`src/rtl/reg_bus_initiator.sv`:
```
// Register-bus initiator: takes one read or write command at a time from the
// command port and drives the WRITE/READ strobes for that command. A read waits
// RD_LAT cycles before it samples READ_DATA. The result is then held on the
// response port until the consumer accepts it. The block also counts completed
// writes and reads, modulo 256.
//
// Handshake semantics (both ports): a transfer happens on the rising CLK edge
// where valid && ready are both 1. The producer holds valid and the payload
// steady until that edge. The response side keeps rsp_valid, rsp_rdata and
// rsp_addr constant until the edge where rsp_ready is sampled high.
module reg_bus_initiator #(
    parameter int ADDR_W = 3,
    parameter int DATA_W = 2,
    parameter int RD_LAT = 1
) (
    input  logic              CLK,
    input  logic              RST,
    input  logic              cmd_valid,
    output logic              cmd_ready,
    input  logic              cmd_write,
    input  logic [ADDR_W-1:0] cmd_addr,
    input  logic [DATA_W-1:0] cmd_wdata,
    output logic              rsp_valid,
    input  logic              rsp_ready,
    output logic [DATA_W-1:0] rsp_rdata,
    output logic [ADDR_W-1:0] rsp_addr,
    output logic              WRITE,
    output logic              READ,
    output logic [ADDR_W-1:0] ADDR,
    output logic [DATA_W-1:0] WRITE_DATA,
    input  logic [DATA_W-1:0] READ_DATA,
    output logic [7:0]        wr_count,
    output logic [7:0]        rd_count,
    output logic [2:0]        dbg_state
);

    typedef enum logic [2:0] {
        S_IDLE     = 3'd0,
        S_WR_ISSUE = 3'd1,
        S_RD_ISSUE = 3'd2,
        S_RD_WAIT  = 3'd3,
        S_RSP_HOLD = 3'd4
    } state_t;

    // Read latency as a 3-bit load value for the wait counter.
    localparam logic [2:0] LAT = 3'(RD_LAT);

    state_t            state_q, state_d;
    logic [ADDR_W-1:0] addr_q, addr_d;
    logic [DATA_W-1:0] wdata_q, wdata_d;
    logic [2:0]        lat_cnt_q, lat_cnt_d;
    logic [DATA_W-1:0] rsp_rdata_q, rsp_rdata_d;
    logic [ADDR_W-1:0] rsp_addr_q, rsp_addr_d;
    logic [7:0]        wr_count_q, wr_count_d;
    logic [7:0]        rd_count_q, rd_count_d;

    logic accept;
    logic sample;

    // A command is taken only in IDLE. READ_DATA is sampled either at the end
    // of the issue cycle (zero latency) or on the last RD_WAIT cycle.
    assign accept = (state_q == S_IDLE) && cmd_valid;
    assign sample = ((state_q == S_RD_ISSUE) && (LAT == 3'd0)) ||
                    ((state_q == S_RD_WAIT) && (lat_cnt_q == 3'd1));

    // State register; reset abandons any in-flight transaction.
    always_ff @(posedge CLK) begin
        if (RST) begin
            state_q <= S_IDLE;
        end else begin
            state_q <= state_d;
        end
    end

    // Next-state logic: one transaction in flight, with no overlap.
    always_comb begin
        state_d = state_q;
        case (state_q)
            S_IDLE: begin
                if (accept) begin
                    state_d = cmd_write ? S_WR_ISSUE : S_RD_ISSUE;
                end
            end
            S_WR_ISSUE: state_d = S_IDLE;
            S_RD_ISSUE: state_d = (LAT == 3'd0) ? S_RSP_HOLD : S_RD_WAIT;
            S_RD_WAIT: begin
                if (sample) begin
                    state_d = S_RSP_HOLD;
                end
            end
            S_RSP_HOLD: begin
                if (rsp_ready) begin
                    state_d = S_IDLE;
                end
            end
            default: state_d = S_IDLE;
        endcase
    end

    // Outputs decoded from state. The bus is driven to zero whenever no strobe
    // is active.
    always_comb begin
        cmd_ready  = (state_q == S_IDLE) && !RST;
        WRITE      = (state_q == S_WR_ISSUE);
        READ       = (state_q == S_RD_ISSUE);
        ADDR       = (WRITE || READ) ? addr_q : '0;
        WRITE_DATA = WRITE ? wdata_q : '0;
        rsp_valid  = (state_q == S_RSP_HOLD);
        rsp_rdata  = rsp_rdata_q;
        rsp_addr   = rsp_addr_q;
        wr_count   = wr_count_q;
        rd_count   = rd_count_q;
        dbg_state  = state_q;
    end

    // Datapath next values: command latch, latency counter, response capture
    // and completion counters.
    always_comb begin
        addr_d      = addr_q;
        wdata_d     = wdata_q;
        lat_cnt_d   = lat_cnt_q;
        rsp_rdata_d = rsp_rdata_q;
        rsp_addr_d  = rsp_addr_q;
        wr_count_d  = wr_count_q;
        rd_count_d  = rd_count_q;

        if (accept) begin
            addr_d  = cmd_addr;
            wdata_d = cmd_wdata;
        end

        if (state_q == S_RD_ISSUE) begin
            lat_cnt_d = LAT;
        end else if ((state_q == S_RD_WAIT) && (lat_cnt_q != 3'd0)) begin
            lat_cnt_d = lat_cnt_q - 3'd1;
        end

        if (state_q == S_WR_ISSUE) begin
            wr_count_d = wr_count_q + 8'd1;
        end

        if (sample) begin
            rsp_rdata_d = READ_DATA;
            rsp_addr_d  = addr_q;
            rd_count_d  = rd_count_q + 8'd1;
        end
    end

    // Datapath registers, all cleared by reset.
    always_ff @(posedge CLK) begin
        if (RST) begin
            addr_q      <= '0;
            wdata_q     <= '0;
            lat_cnt_q   <= '0;
            rsp_rdata_q <= '0;
            rsp_addr_q  <= '0;
            wr_count_q  <= '0;
            rd_count_q  <= '0;
        end else begin
            addr_q      <= addr_d;
            wdata_q     <= wdata_d;
            lat_cnt_q   <= lat_cnt_d;
            rsp_rdata_q <= rsp_rdata_d;
            rsp_addr_q  <= rsp_addr_d;
            wr_count_q  <= wr_count_d;
            rd_count_q  <= rd_count_d;
        end
    end

endmodule

```
`config.mk`:
```
export PLATFORM = sky130hd
export DESIGN_NAME = reg_bus_initiator
export DESIGN_NICKNAME = d
export VERILOG_FILES = /design/src/rtl/reg_bus_initiator.sv
export SDC_FILE = /design/constraint.sdc
export NUM_CORES = 1
export LEC_CHECK = 0
export ABC_CLOCK_PERIOD_IN_PS = 2200
export CORE_ASPECT_RATIO = 0.8
export CORE_MARGIN = 8
export CORE_UTILIZATION = 46
export DETAILED_ROUTE_END_ITERATION = 8
export GPL_TIMING_DRIVEN = 1
export PLACE_DENSITY = 0.79
export SYNTH_ARGS = -nofsm -noshare
export SYNTH_HDL_FRONTEND = slang
export SYNTH_SLANG_ARGS = --single-unit
```
`constraint.sdc`:
```
create_clock -name CLK -period 2.2 [get_ports CLK]
set_clock_uncertainty 0.2 [all_clocks]
set_input_delay 0.22 -clock CLK [delete_from_list [all_inputs] [get_ports CLK]]
set_output_delay 0.22 -clock CLK [all_outputs]
set_load 0.03 [all_outputs]
```
# Word-level counts from Yosys, hierarchy flattened
# Index checks and enable logic that the tools add are counted.
# W data, S select, Z words.
[totals]
out_inout_bits = 33
reg_bits = 32
wordCells = 40
[classes]
n_addsub = 3
eq_ne = 8
n_reduce_logical = 11
n_mux = 9
[ops]
columns = ["cell", "count"]
rows = [
  ["$add A8 B1 Y8 const B", 2],
  ["$mux W3", 4],
  ["$pmux W3 S4", 1],
  ["$eq A3 B1 Y1 const B", 2],
  ["$eq A3 B2 Y1 const B", 2],
  ["$logic_and A1 B1 Y1", 4],
  ["$mux W2", 2],
  ["$ne A2 B2 Y1 const B", 2],
  ["$eq A3 B3 Y1 const B", 1],
  ["$logic_not A3 Y1", 1],
  ["$reduce_and A3 Y1", 1],
  ["$reduce_bool A3 Y1", 1],
  ["$sub A3 B1 Y3 const B", 1],
  ["$mux W1", 2],
  ["$ne A2 B1 Y1 const B", 1],
  ["$reduce_bool A2 Y1", 1],
  ["$reduce_or A2 Y1", 1],
  ["$logic_not A1 Y1", 1],
  ["$logic_or A1 B1 Y1", 1],
]

# Depth between registers and ports, before layout
# Gate-level depths: netlist (run 1).
[logic_depth]
word_depth = 4
mapped_depth = 7

# Worst setup path after synthesis (run 1)
# Ideal clock, no wire load.
[synth_timing]
path_kind = "register to register"
startpoint = "reg state_q[2], in the netlist dbg_state[2]"
endpoint = "reg state_q[2], in the netlist dbg_state[2]"
setup_slack_ns = 0.066
path_stages_with_launch = 5
period_less_slack_ns = 2.134
setup_time_ns = 0.078
arrival_time_ns = 1.856
n_path_buf = 1
path_cell_list = "dfxtp_1 buf_4 nor3b_1 a21oi_1 nor3_1"
[synth_rtl]
columns = ["element", "line_no", "source"]
rows = [
  ["start, declared", "48", "state_t state_q, state_d;"],
  ["start signal, assigned", "71", "state_q <= state_d;"],
  ["$eq A3 B3 Y1 (*)", "n/a", ""],
  ["named net rsp_valid", "23", "output logic rsp_valid,"],
  ["$ne A2 B1 Y1 (no line)", "n/a", ""],
  ["$reduce_and A3 Y1 (no line)", "n/a", ""],
]
# Mark *: on every way through the listed nets, which the timed path passes. The rest lies on a longest branch.
# A chain may end at the register's enable or synchronous reset.

# Final worst setup path (run 1)
[layout_timing]
startpoint = "reg state_q[1], in the netlist dbg_state[1]"
endpoint = "out WRITE_DATA[1]"
[layout_between]
elab_chain_cells = 2
[layout_lines]
columns = ["element", "line_no", "source"]
rows = [
  ["$eq A3 B1 Y1", "104", "WRITE = (state_q == S_WR_ISSUE);"],
  ["$mux W2", "107", "WRITE_DATA = WRITE ? wdata_q : '0;"],
  ["end, declared", "30", "output logic [DATA_W-1:0] WRITE_DATA,"],
]
# No other way between the ends.

==> results of run 1 <==
## through the flow
step	cells	power (uW)
after floorplan	163	783
after global placement	246	870
after detailed placement	246	882
after CTS	254	1500
after global routing	254	1540
final	254	1480
## logic make-up (layout without fill, tap and decap cells)
kind of cell             count (synthesis)  count (layout)
AND/OR/NAND/NOR                         72              72
flip-flops                              32              32
buffers and inverters                   15              66
XOR/XNOR                                14              14
multiplexers                            13              13
AO/OA/AOI/OAI                           12              12
adder cells (fa/ha/maj)                  5               5
## area by class of cell
cell class | count | area [um2] | area share
inverter | 7 | 27.5 | 0.0131
clock inverter | 1 | 30.0 | 0.0143
sequential | 32 | 646 | 0.307
multi-input combinational | 116 | 774 | 0.369
clock buffer | 7 | 96.3 | 0.0459
tap | 40 | 50.0 | 0.0238
timing repair buffer | 51 | 477 | 0.227
## per-layer routing
layer,global-route usage,vias up,share of wire
li1,-,657,-
met1,0.163,617,0.44
met2,0.230,37,0.46
met3,0.0685,7,0.079
met4,0.0553,0,0.013
met5,0,-,0
## report_power, final
| group | internal, uW | switching [uW] |
|---|---|---|
| Clock | 399 | 213 |
| Sequential | 600 | 23.2 |
| Combinational | 108 | 137 |
| Total | 1110 | 373 |
## synthesized netlist by cell type (all sizes together), types with 2 or more instances
| master | n |
|---|---|
| nand4 | 2 |
| and2 | 6 |
| xor2 | 4 |
| clkbuf | 5 |
| a21oi | 6 |
| inv | 6 |
| nand4b | 2 |
| nor3 | 6 |
| nor4 | 6 |
| mux2i | 13 |
| and3 | 2 |
| dfxtp | 32 |
| xnor2 | 10 |
| nand2 | 8 |
| nand3b | 2 |
| ha | 5 |
| buf | 3 |
| nor2 | 28 |
| nand3 | 2 |
## path summary, 6_finish.rpt
check	from	cells past startpoint	endpoint	slack, ps
max	dbg_state[1]	5	WRITE_DATA[1]	80
min	wdata_q[1]	2	wdata_q[1]	280
max reg2reg	lat_cnt_q[1]	7	rsp_addr[1]	320
min reg2reg	wdata_q[1]	2	wdata_q[1]	280
## cells in the final DEF (no fill, tap or decap), types with 2 or more instances in the layout
cell type,synthesis,final
ha_1,5,5
dfxtp_1,32,30
nor2_1,28,28
and2_1,6,6
nor3_1,6,6
mux2i_1,13,13
xor2_1,4,4
xnor2_1,10,10
nand3_1,2,2
clkbuf_8,0,7
dlygate4sd2_1,0,5
nand3b_1,2,2
nand4_1,2,2
and3_1,2,2
inv_1,6,6
nand4b_1,2,2
a21oi_1,6,6
buf_4,2,11
nor4_1,5,5
clkdlybuf4s50_1,0,35
nand2_1,8,8
## critical path: stages (launching register included)
cell      delay (ps)
dfxtp_1          390
buf_4            200
or3b_4           420
clkinv_2         130
and2_1           140
buf_4            150
## sequential cells by signal (all words and copies together) (netlist names)
signal / cells
rsp_addr: 3
rsp_rdata: 2
lat_cnt_q: 3
wdata_q: 2
dbg_state: 3
rd_count: 8
wr_count: 8
addr_q: 3
## repair_timing
action	in CTS	in global routing
pin swaps	0	0
buffers inserted	0	0
endpoints found under the setup margin	8	2
hold buffers	0	0
gates resized for setup	8	1
==> impl_metrics.tcl, run 1 <==
set metrics [dict create \
    critPathArrivalTime_ps 1700 \
    synthMuxAreaShare 0.0879 \
    p_leak_uw 0.000804 \
    synth_warnings 0 \
    timing.max_cap.violations 0 \
    hold_path_class "reg -> reg" \
    avgSynthCellArea_um2 9.08 \
    worst_slew_pin_slew_ps 368 \
    hold_violations 0 \
    slew_viol_final 0 \
    layout_min_cycle_time_ps 2120 \
    layout.nets 230 \
    grt_pass1_vias 1328 \
    fin_util 0.681 \
    dieHeight_um 66.7 \
    clk_root_buffer_cell "clkbuf_8" \
    synth_edf_count 0 \
    vias 1318 \
    synth_top_area_cell "dfxtp_1" \
    start_kind "register" \
    clkSinkCount 32 \
    yosys.area_share.xor_xnor 0.0828 \
    crit_path_end_kind "output pin" \
    syn_nets 180 \
    core_area_mm2 0.00309 \
    synth_cell_types 36 \
    grt_max_degree 20 \
    peakVddDrop_mv 0.487 \
    cts_tree "built" \
    min_period_over_period 0.962 \
    synth_ff_type "dfxtp_1" \
    synth_fa_ha_area_frac 0.0423 \
    routedWlPerCell_um 15.3 \
    cts.path.max_buffers 2 \
    rows 18 \
    ioPinCount 45 \
    yosysTopAreaCellShare 0.433 \
    drive_above_1_share 0.117 \
    fillers 232 \
    max_freq_mhz 473 \
    postRouteAntennaNets 0 \
    synth-simple-area-share 0.260 \
    grt-ovfl-total 0 \
    synthCells 163 \
    clk_pin_slew_ps 60 \
    ys_async_sr_fraction 0 \
    diodes 0 \
    die_w_um 79.4 \
    grt_antenna_before_repair 0 \
    drtIter0Drc 46 \
    dp_hpwl_mm 2.94 \
    start_util 0.480 \
    io_buffers 44 \
    placed_cell_area_mm2 0.00197 \
    fin_area_mm2 0.00210 \
    cts_buffers 5 \
    hold_slack_ps 282 \
    tns_ps 0 \
    synthesis.area_mm2 0.00148 \
    final.setup.worst_slack_ps 84.4 \
    status "completed" \
    area_growth_pct 41.9 \
    dr.pass1.iters 4 \
    die_area_mm2 0.00530 \
    seq_area_frac_synth 0.433 \
    synth.area.top_cells "dfxtp_1, mux2i_1, nor2_1" \
    cp.required_ps 1780 \
    drcViolationCount 0 \
    h-tree-depth 2 \
    wirelength_mm 3.88 \
    synth_compound_area_frac 0.0507 \
    grtUsageTotal 0.144 \
    rsz0062_at_grt "no" \
    relSlewSlack 0.748 \
    synth_seq_cells 32 \
    preCtsSetupSlack_ps 201 \
    worstSkewPairLatency_ps 280 \
    cp_max_fo 8 \
    vias_per_cell 5.19 \
    worstSetupPathType "reg -> out" \
    gp_congestion 0.792 \
    power_density_mw_per_mm2 705 \
    setup_viol 0 \
    synth_top_family_by_area "simple AND/OR/NAND/NOR gates" \
    grt_pass1_wl_mm 6.07 \
]
No activity file was read; power rests on OpenSTA's default activity.
==> run 2, diff against run 1 <==
CELL_PAD_IN_SITES_DETAIL_PLACEMENT = 0   (was default)
CELL_PAD_IN_SITES_GLOBAL_PLACEMENT = 1   (was default)
CORE_UTILIZATION = 34   (was 46)
PLACE_DENSITY = default   (was 0.79)
PLACE_DENSITY_LB_ADDON = 0.1   (was default)
SKIP_CTS_REPAIR_TIMING = 1   (was default)
==> run 2 against run 1 <==
Compared with the run above:
- clock power shrank 25%
- setup slack improved by 6.9 ps
- non-clock buffer count increased by 2
- power fell by 9.7%
- first-iteration DRC count shrank 52%
- count of clock-buffer cells in the layout shrank 1
- utilization fell by 17 points
==> impl_metrics.tcl, run 2 (same netlist as run 1, synthesis figures left out) <==
set metrics [dict create \
    worstSetupPathType "reg -> out" \
    grt-ovfl-total 0 \
    rsz0062_at_grt "no" \
    min_period_over_period 0.959 \
    layout_min_cycle_time_ps 2110 \
    layout_commonest_cell "clkdlybuf4s50_1" \
    postRouteAntennaNets 0 \
    cp_top_family "buffers and inverters" \
    cp.required_ps 1780 \
    core_area_mm2 0.00418 \
    status "completed" \
    cts_buffers 5 \
    power_frac_clock 0.344 \
    comb_power_share 0.195 \
    drcViolationCount 0 \
    cpPeakStageDelay_ps 670 \
    worstSkewPairLatency_ps 280 \
    switching_share 0.275 \
    relSlewSlack 0.779 \
    critical_path_buf_inv_count 1 \
    dr.pass1.iters 4 \
    gp_congestion 0.771 \
    rows 21 \
    h-tree-depth 2 \
    most-common-layout-cells "clkdlybuf4s50_1, dfxtp_1, nor2_1" \
    drive_above_1_share 0.120 \
    start_kind "register" \
    drtIter0Drc 22 \
    vias 1288 \
    start_util 0.354 \
    hold_path_class "reg -> reg" \
    cts.path.max_buffers 2 \
    cp_max_fo 9 \
    fillers 389 \
    io_buffers 44 \
    crit_slowest_cell "clkdlybuf4s50_1" \
    timing.max_cap.violations 0 \
    wirelength_mm 3.68 \
    area_growth_pct 43.4 \
    peakVddDrop_mv 0.267 \
    clkSinkCount 32 \
    die_w_um 89.8 \
    dieHeight_um 75.0 \
    cts_tree "built" \
    routedWlPerCell_um 13.5 \
    max_freq_mhz 474 \
    grt_max_degree 34 \
    vias_per_cell 4.72 \
    p_switching_uw 368 \
    clk_pin_slew_ps 60 \
    power.share.sequential 0.461 \
    power_density_mw_per_mm2 630 \
    hold_slack_ps 288 \
    layout.nets 232 \
    clk_root_buffer_cell "clkbuf_8" \
    worst_slew_pin_slew_ps 323 \
    critPathArrivalTime_ps 1690 \
    p_int_uw 969 \
    fin_util 0.508 \
    dp_hpwl_mm 2.75 \
    crit_chain "and2b_1 -> and2_1 -> clkdlybuf4s50_1" \
    fin_cells 273 \
    hold_violations 0 \
    grt_pass1_wl_mm 6.04 \
    grtUsageTotal 0.112 \
    grt_pass1_vias 1276 \
    grt_antenna_before_repair 0 \
    diodes 0 \
    p_leak_uw 0.000846 \
    dp_cells 263 \
    ioPinCount 45 \
    setup_viol 0 \
    slew_viol_final 0 \
    die_area_mm2 0.00673 \
    crit_path_end_kind "output pin" \
]
## run 2: changes by cell type in the layout (fill, tap and decap cells not counted), sizes merged
cell / before / now
dlymetal6s2s: 0 / 4
bufinv: 1 / 0
buf: 11 / 13
clkinv: 1 / 2
clkinvlp: 0 / 1
clkdlybuf4s50: 35 / 36
clkbuf: 7 / 6
dlygate4sd2: 5 / 0
## run 2: stage by stage
step | setup TNS (ps) | worst slack (ps) | area [um2] | total power, uW
after floorplan | 0 | 66.3 | 1480 | 783
after global placement | 0 | 323 | 2000 | 877
after detailed placement | 0 | 275 | 2000 | 885
after CTS | -120 | -44.6 | 2090 | 1350
after global routing | 0 | 43.0 | 2120 | 1410
final | 0 | 91.2 | 2120 | 1340
## run 2: final cells by class
cell class | instances | area [um2] | share of cell area
multi-input combinational | 116 | 774 | 0.365
sequential | 32 | 642 | 0.302
timing repair buffer | 53 | 512 | 0.241
clock buffer | 6 | 82.6 | 0.0389
tap | 57 | 71.3 | 0.0336
inverter | 7 | 30.0 | 0.0142
clock inverter | 2 | 10.0 | 0.00472
## run 2: routing by layer
metal	global-route usage	wire, um	share of wire	vias to the layer above
met5	0	0	0	-
met4	0.0336	17	0.0046	0
met3	0.0618	317	0.086	2
met2	0.185	1610	0.44	31
met1	0.122	1730	0.47	598
li1	-	-	-	657
## run 2: power by group through the flow
stage / Clock, uW / Sequential (uW) / Combinational, uW
floorplan: 0 / 645 / 138
global placement: 0 / 629 / 248
detailed placement: 0 / 629 / 256
CTS: 477 / 616 / 257
global route: 508 / 620 / 281
finish: 459 / 617 / 261
## run 2: worst reg2reg max path, cell delays in order, from the launching register on
cell and delay [ps]:
dfxtp_1 390, buf_6 170, or3b_4 430, clkinvlp_4 120
buf_4 130, nand4_1 120, xor2_1 170, nor2_1 50
## run 2: final timing paths
path / from / to / slack, ps / cells past startpoint
worst max-delay path: dbg_state[2] / READ / 90 / 3
worst min-delay path: wdata_q[0] / wdata_q[0] / 290 / 2
worst max register to register: dbg_state[0] / wr_count[3] / 310 / 7
worst min register to register: wdata_q[0] / wdata_q[0] / 290 / 2
==> run 3, diff against run 2 <==
SLEW_MARGIN = 20   (was default)
==> results of run 3 <==
No change in the layout: final DEF, timing and power equal those of run 2.
